File: config.mk
export PLATFORM = sky130hd
export DESIGN_NAME = ladybird_lsu_arbiter
export DESIGN_NICKNAME = d
export VERILOG_FILES = /design/src/rtl/ladybird_lsu_arbiter.sv
export SDC_FILE = /design/constraint.sdc
export NUM_CORES = 1
export LEC_CHECK = 0
export CORE_AREA = 4 4 108 110
export DETAILED_ROUTE_END_ITERATION = 6
export DIE_AREA = 0 0 112 114
export MAX_ROUTING_LAYER = met4
export PLACE_DENSITY = 0.59
export RECOVER_POWER = 25
export SYNTH_ARGS = -nofsm -noshare
export SYNTH_HDL_FRONTEND = slang
export SYNTH_SLANG_ARGS = --single-unit
File: constraint.sdc
create_clock -name clk -period 3.4 [get_ports clk]
set_input_delay 1.02 -clock clk [delete_from_list [all_inputs] [get_ports clk]]
set_output_delay 1.02 -clock clk [all_outputs]
set_load 0.005 [all_outputs]
File: src/rtl/ladybird_lsu_arbiter.sv
// Round-robin arbiter sharing one ladybird_lsu port between N_REQ requesters.
// Responses are steered back to their issuer through an in-order tag FIFO.
module ladybird_lsu_arbiter #(
    parameter int unsigned N_REQ     = 2,
    parameter int unsigned MAX_OUTST = 2,
    parameter int unsigned XLEN      = 32
) (
    input  logic                  clk,
    input  logic                  rst,
    input  logic [N_REQ-1:0]      req_valid,
    output logic [N_REQ-1:0]      req_ready,
    input  logic [N_REQ*XLEN-1:0] req_addr,
    input  logic [N_REQ*XLEN-1:0] req_data,
    input  logic [N_REQ-1:0]      req_we,
    input  logic [N_REQ*3-1:0]    req_funct,
    input  logic [N_REQ-1:0]      req_fence,
    output logic [N_REQ-1:0]      rsp_valid,
    input  logic [N_REQ-1:0]      rsp_ready,
    output logic [XLEN-1:0]       rsp_data,
    output logic                  lsu_valid,
    input  logic                  lsu_ready,
    output logic [XLEN-1:0]       lsu_addr,
    output logic [XLEN-1:0]       lsu_data,
    output logic                  lsu_we,
    output logic [2:0]            lsu_funct,
    output logic                  lsu_fence,
    input  logic                  lsu_rvalid,
    output logic                  lsu_rready,
    input  logic [XLEN-1:0]       lsu_rdata,
    output logic                  err_orphan
);

    localparam int unsigned IdW  = (N_REQ > 1) ? $clog2(N_REQ) : 1;
    localparam int unsigned PtrW = (MAX_OUTST > 1) ? $clog2(MAX_OUTST) : 1;
    localparam int unsigned CntW = $clog2(MAX_OUTST + 1);
    localparam logic [CntW-1:0] CntMax  = CntW'(MAX_OUTST);
    localparam logic [PtrW-1:0] PtrLast = PtrW'(MAX_OUTST - 1);
    localparam logic [IdW-1:0]  IdLast  = IdW'(N_REQ - 1);

    logic [IdW-1:0]  rr_ptr_q, rr_ptr_d;
    logic            lock_q, lock_d;
    logic [IdW-1:0]  lock_id_q, lock_id_d;
    logic [IdW-1:0]  tag_q [MAX_OUTST];
    logic [PtrW-1:0] wr_ptr_q, wr_ptr_d;
    logic [PtrW-1:0] rd_ptr_q, rd_ptr_d;
    logic [CntW-1:0] count_q, count_d;
    logic            err_orphan_q, err_orphan_d;

    logic [IdW-1:0]  grant;
    logic [IdW-1:0]  head;
    logic            has_outst;
    logic            issue_ok;
    logic            fence_wait;
    logic            accept;
    logic            pop;
    logic            orphan;

    // Grant: locked requester wins, otherwise first valid at or after rr_ptr.
    always_comb begin
        logic        found;
        int unsigned idx;
        grant = rr_ptr_q;
        found = 1'b0;
        idx   = 0;
        if (lock_q) begin
            grant = lock_id_q;
        end else begin
            for (int unsigned i = 0; i < N_REQ; i++) begin
                idx = (32'(rr_ptr_q) + i) % N_REQ;
                if (!found && req_valid[IdW'(idx)]) begin
                    found = 1'b1;
                    grant = IdW'(idx);
                end
            end
        end
    end

    assign has_outst  = (count_q != '0);
    assign head       = tag_q[rd_ptr_q];
    // A pop in the same cycle does not free a slot; fences also need a full drain.
    assign issue_ok   = (count_q < CntMax) && (!req_fence[grant] || !has_outst);
    assign fence_wait = req_valid[grant] && req_fence[grant] && !issue_ok;

    always_comb begin
        req_ready        = '0;
        req_ready[grant] = !rst && lsu_ready && issue_ok;
        rsp_valid        = '0;
        rsp_valid[head]  = !rst && lsu_rvalid && has_outst;
    end

    assign lsu_valid  = !rst && req_valid[grant] && issue_ok;
    assign lsu_addr   = req_addr[32'(grant) * XLEN +: XLEN];
    assign lsu_data   = req_data[32'(grant) * XLEN +: XLEN];
    assign lsu_we     = req_we[grant];
    assign lsu_funct  = req_funct[32'(grant) * 3 +: 3];
    assign lsu_fence  = req_fence[grant];
    // Orphan responses are drained without being presented to any requester.
    assign lsu_rready = !rst && (has_outst ? rsp_ready[head] : lsu_rvalid);
    assign rsp_data   = lsu_rdata;
    assign err_orphan = err_orphan_q;

    assign accept = lsu_valid && lsu_ready;
    assign pop    = lsu_rvalid && lsu_rready && has_outst;
    assign orphan = !rst && lsu_rvalid && !has_outst;

    always_comb begin
        rr_ptr_d     = rr_ptr_q;
        lock_d       = lock_q;
        lock_id_d    = lock_id_q;
        wr_ptr_d     = wr_ptr_q;
        rd_ptr_d     = rd_ptr_q;
        count_d      = count_q;
        err_orphan_d = err_orphan_q || orphan;

        if (accept) begin
            lock_d   = 1'b0;
            rr_ptr_d = (grant == IdLast) ? '0 : grant + 1'b1;
            wr_ptr_d = (wr_ptr_q == PtrLast) ? '0 : wr_ptr_q + 1'b1;
        end else if ((lsu_valid && !lsu_ready) || fence_wait) begin
            lock_d    = 1'b1;
            lock_id_d = grant;
        end

        if (pop) begin
            rd_ptr_d = (rd_ptr_q == PtrLast) ? '0 : rd_ptr_q + 1'b1;
        end

        unique case ({accept, pop})
            2'b10:   count_d = count_q + 1'b1;
            2'b01:   count_d = count_q - 1'b1;
            default: count_d = count_q;
        endcase
    end

    always_ff @(posedge clk) begin
        if (rst) begin
            rr_ptr_q     <= '0;
            lock_q       <= 1'b0;
            lock_id_q    <= '0;
            wr_ptr_q     <= '0;
            rd_ptr_q     <= '0;
            count_q      <= '0;
            err_orphan_q <= 1'b0;
            for (int i = 0; i < int'(MAX_OUTST); i++) begin
                tag_q[i] <= '0;
            end
        end else begin
            rr_ptr_q     <= rr_ptr_d;
            lock_q       <= lock_d;
            lock_id_q    <= lock_id_d;
            wr_ptr_q     <= wr_ptr_d;
            rd_ptr_q     <= rd_ptr_d;
            count_q      <= count_d;
            err_orphan_q <= err_orphan_d;
            if (accept) begin
                tag_q[wr_ptr_q] <= grant;
            end
        end
    end

endmodule

==> out/qor.yml, run 1 <==
h-tree-depth: 1
endpoint_kind: "output port"
reg2reg_depth: 10
synth.most_common_cell: "nand2_1"
synth_top_cell_by_area: "nand2_1"
synth_async_sr_flop_share_pct: 0
yosysTopAreaCellShare_pct: 45.5
crit_type: "input pin to output port"
power_w: 0.00109
min-delay-start: "err_orphan"
design.core.area_um2: 10700
rrSetupSlack_ps: 1060
clkLatencyLatePin_ps: 240
status: "completed"
drive_gt1_share_pct: 17.9
total_leakage_power_nw: 2.18
grt.total_usage_pct: 14.3
grt_pass1_wl_um: 14300
grt_pass1_vias: 2987
grt_max_degree: 21
cts_tree: "built"
fp.dieH_um: 114
routed_wl_um: 9950
drt-initial-drc-count: 85
drc: 0
place_inst: 651
pre_cts_slack_ps: -562
place_congestion: 0.899
r2r_start: "rr_ptr_q"
final_antenna_net_count: 0
cts_made_buffers: 3
hold_violations: 0
whs_path_depth: 2
clockBufferDepth: 2
die_w_um: 112
arrival_ps: 2340
row_count: 38
cp_max_fo: 12
wl_per_cell_um: 14.4
synthCells: 321
root_buffer: "clkbuf_8"
ys.flop_type: "dfxtp_1"
start_kind: "input pin"
min_path_type: "flop to flop"
cpPeakStageDelay_ps: 260
powerDensity_nw_per_um2: 249
synth_edf_count: 2
synth_common_cells: "nand2_1, buf_4, clkbuf_1"
period_needed_ps: 3360
syn_area_um2: 1710
setup_tns_ps: 0
max_slew_margin_pct: 75.3
dieArea_um2: 12800
ys_seq_area_share_pct: 14.0
finish.utilization_pct: 41.0
vias: 2867
hold_end: "err_orphan"
cap_violations: 0
dr.pass1.iters: 4
rsz0062_at_grt: "false"
path_clk_slew_ps: 50
cp_cell_sequence: "clkbuf_4 > a21boi_4 > o21ai_4 > buf_4 > buf_4 > buf_6 > buf_16 > nand2_1 > nand2_1 > dlygate4sd2_1"
clock_skew_ps: 2.27
layoutNonFillerInstCount: 690
viasPerCell: 4.16
required_ps: 2380
vdd_ir_drop_max_v: 0.000147
path_buf_inv: 6
ys_ff_latch: 11
post_synth.cell_area_avg_um2: 5.34
cp_top_family: "buffers and inverters"
setup_viol: 0
fmax_mhz: 298
io_pins: 286
syn2layout_area_growth_pct: 156
ys_types: 32
critPathSlowestCell: "dlygate4sd2_1"
worst_slew_pin_slew_ps: 368
numPortBuffers: 221
finalCritPeriodShare_pct: 98.7
reg2reg_to: "count_q[1]"
grt_overflow: 0
antenna_found_initial: 1
synth_warnings: 0
start_util_pct: 16.0
num-nets-final: 729
syn-num-nets: 500
setup_ws_ps: 42.7
synthTopCellsByArea: "nand2_1, buf_4, dfxtp_1"
clock_sinks: 11
dp_hpwl_um: 7330
slew_viol_final: 0
==> final cells by class <==
cell class              instances  area (um2)
diodes                          1        2.50
clock buffers                   3        41.3
clock inverters                 1        5.00
fillers                      1152        6310
inverters                       5        18.8
multi-input cells             256        1190
flip-flops and latches         11         240
well taps                     140         175
repair buffers                273        2710
==> flip-flops by register name, summed over array words and instances (netlist names), named ones only <==
name / cells
rr_ptr_q: 1
lock_q: 1
wr_ptr_q: 1
rd_ptr_q: 1
err_orphan: 1
tag_q: 2
count_q: 2
lock_id_q: 1
==> cells in the final DEF (no fill, tap or decap), drive strengths merged, types with 3 or more instances in the layout <==
master	instances
nand2	208
o21ai	5
clkdlybuf4s15	16
nor2	10
clkbuf	5
clkdlybuf4s50	142
dlygate4sd2	31
buf	79
a211oi	4
dfxtp	9
o211a	3
mux2i	5
a21oi	4
inv	5
==> cells by family after synthesis <==
group / count (synthesis) / synth area share (%)
DFF: 11 / 14.0
adders and majority gates: 1 / 0.730
xor gates and xnor gates: 3 / 1.53
buffers and inverters: 54 / 19.0
muxes: 5 / 3.65
AOI/OAI and AO/OA: 22 / 10.9
and+or+nand+nor: 225 / 50.1
==> layer usage <==
layer | up-vias | GRT usage, % | wire (um)
met5 | - | - | 0
met4 | 0 | 3.21 | 201
met3 | 18 | 3.71 | 927
met2 | 174 | 26.2 | 4890
met1 | 1250 | 15.4 | 3930
li1 | 1425 | - | -
==> stage by stage <==
step / hold WS [ps] / cell area, um2
finish: 471 / 4380
global route: 507 / 4380
CTS: 474 / 4360
detailed placement: 462 / 3980
global placement: 454 / 3980
floorplan: 460 / 1710
==> how the worst max path moves through the flow <==
| stage | start | end | slack (ps) | cells after the start |
|---|---|---|---|---|
| global placement | req_valid[1] | req_ready[1] | -540 | 6 |
| finish | req_valid[1] | lsu_funct[2] | 40 | 10 |
| detailed placement | req_valid[1] | req_ready[1] | -560 | 6 |
| floorplan | req_valid[0] | lsu_addr[10] | 320 | 6 |
| global route | req_valid[1] | lsu_valid | 0.3 | 8 |
| CTS | req_valid[0] | lsu_addr[2] | 30 | 11 |
==> tightest hold or removal path: stages (launching register included) <==
cell	delay (ps)
dfxtp_1	320
a21oi_1	40
nor2_1	70
==> repair_timing <==
| item | 4_1_cts | 5_1_grt |
|---|---|---|
| buffers inserted | 26 | 1 |
| cloned | 8 | 1 |
| pin swaps | 5 | 0 |
| endpoints found under the hold margin | 0 | 0 |
| setup endpoints to repair | 75 | 36 |
| hold buffers | 0 | 0 |
| gates resized for setup | 195 | 18 |
==> report_power, final <==
part           total, W  leakage [nW]  switching, W  internal [W]
sequential     0.000155        0.0948     0.0000109      0.000144
combinational  0.000806          2.06      0.000312      0.000494
clock          0.000131        0.0255     0.0000505     0.0000806
Power figures use the tool's default switching activity.
==> run 2: changes to the inputs <==
--- a/config.mk
+++ b/config.mk
@@ -8,6 +8,7 @@
 export CORE_AREA = 4 4 108 110
 export DETAILED_ROUTE_END_ITERATION = 6
 export DIE_AREA = 0 0 112 114
+export GPL_ROUTABILITY_DRIVEN = 0
 export MAX_ROUTING_LAYER = met4
 export PLACE_DENSITY = 0.59
 export RECOVER_POWER = 25
==> results of run 2 <==
The final DEF is identical to that of run 1; final timing and power are the same.
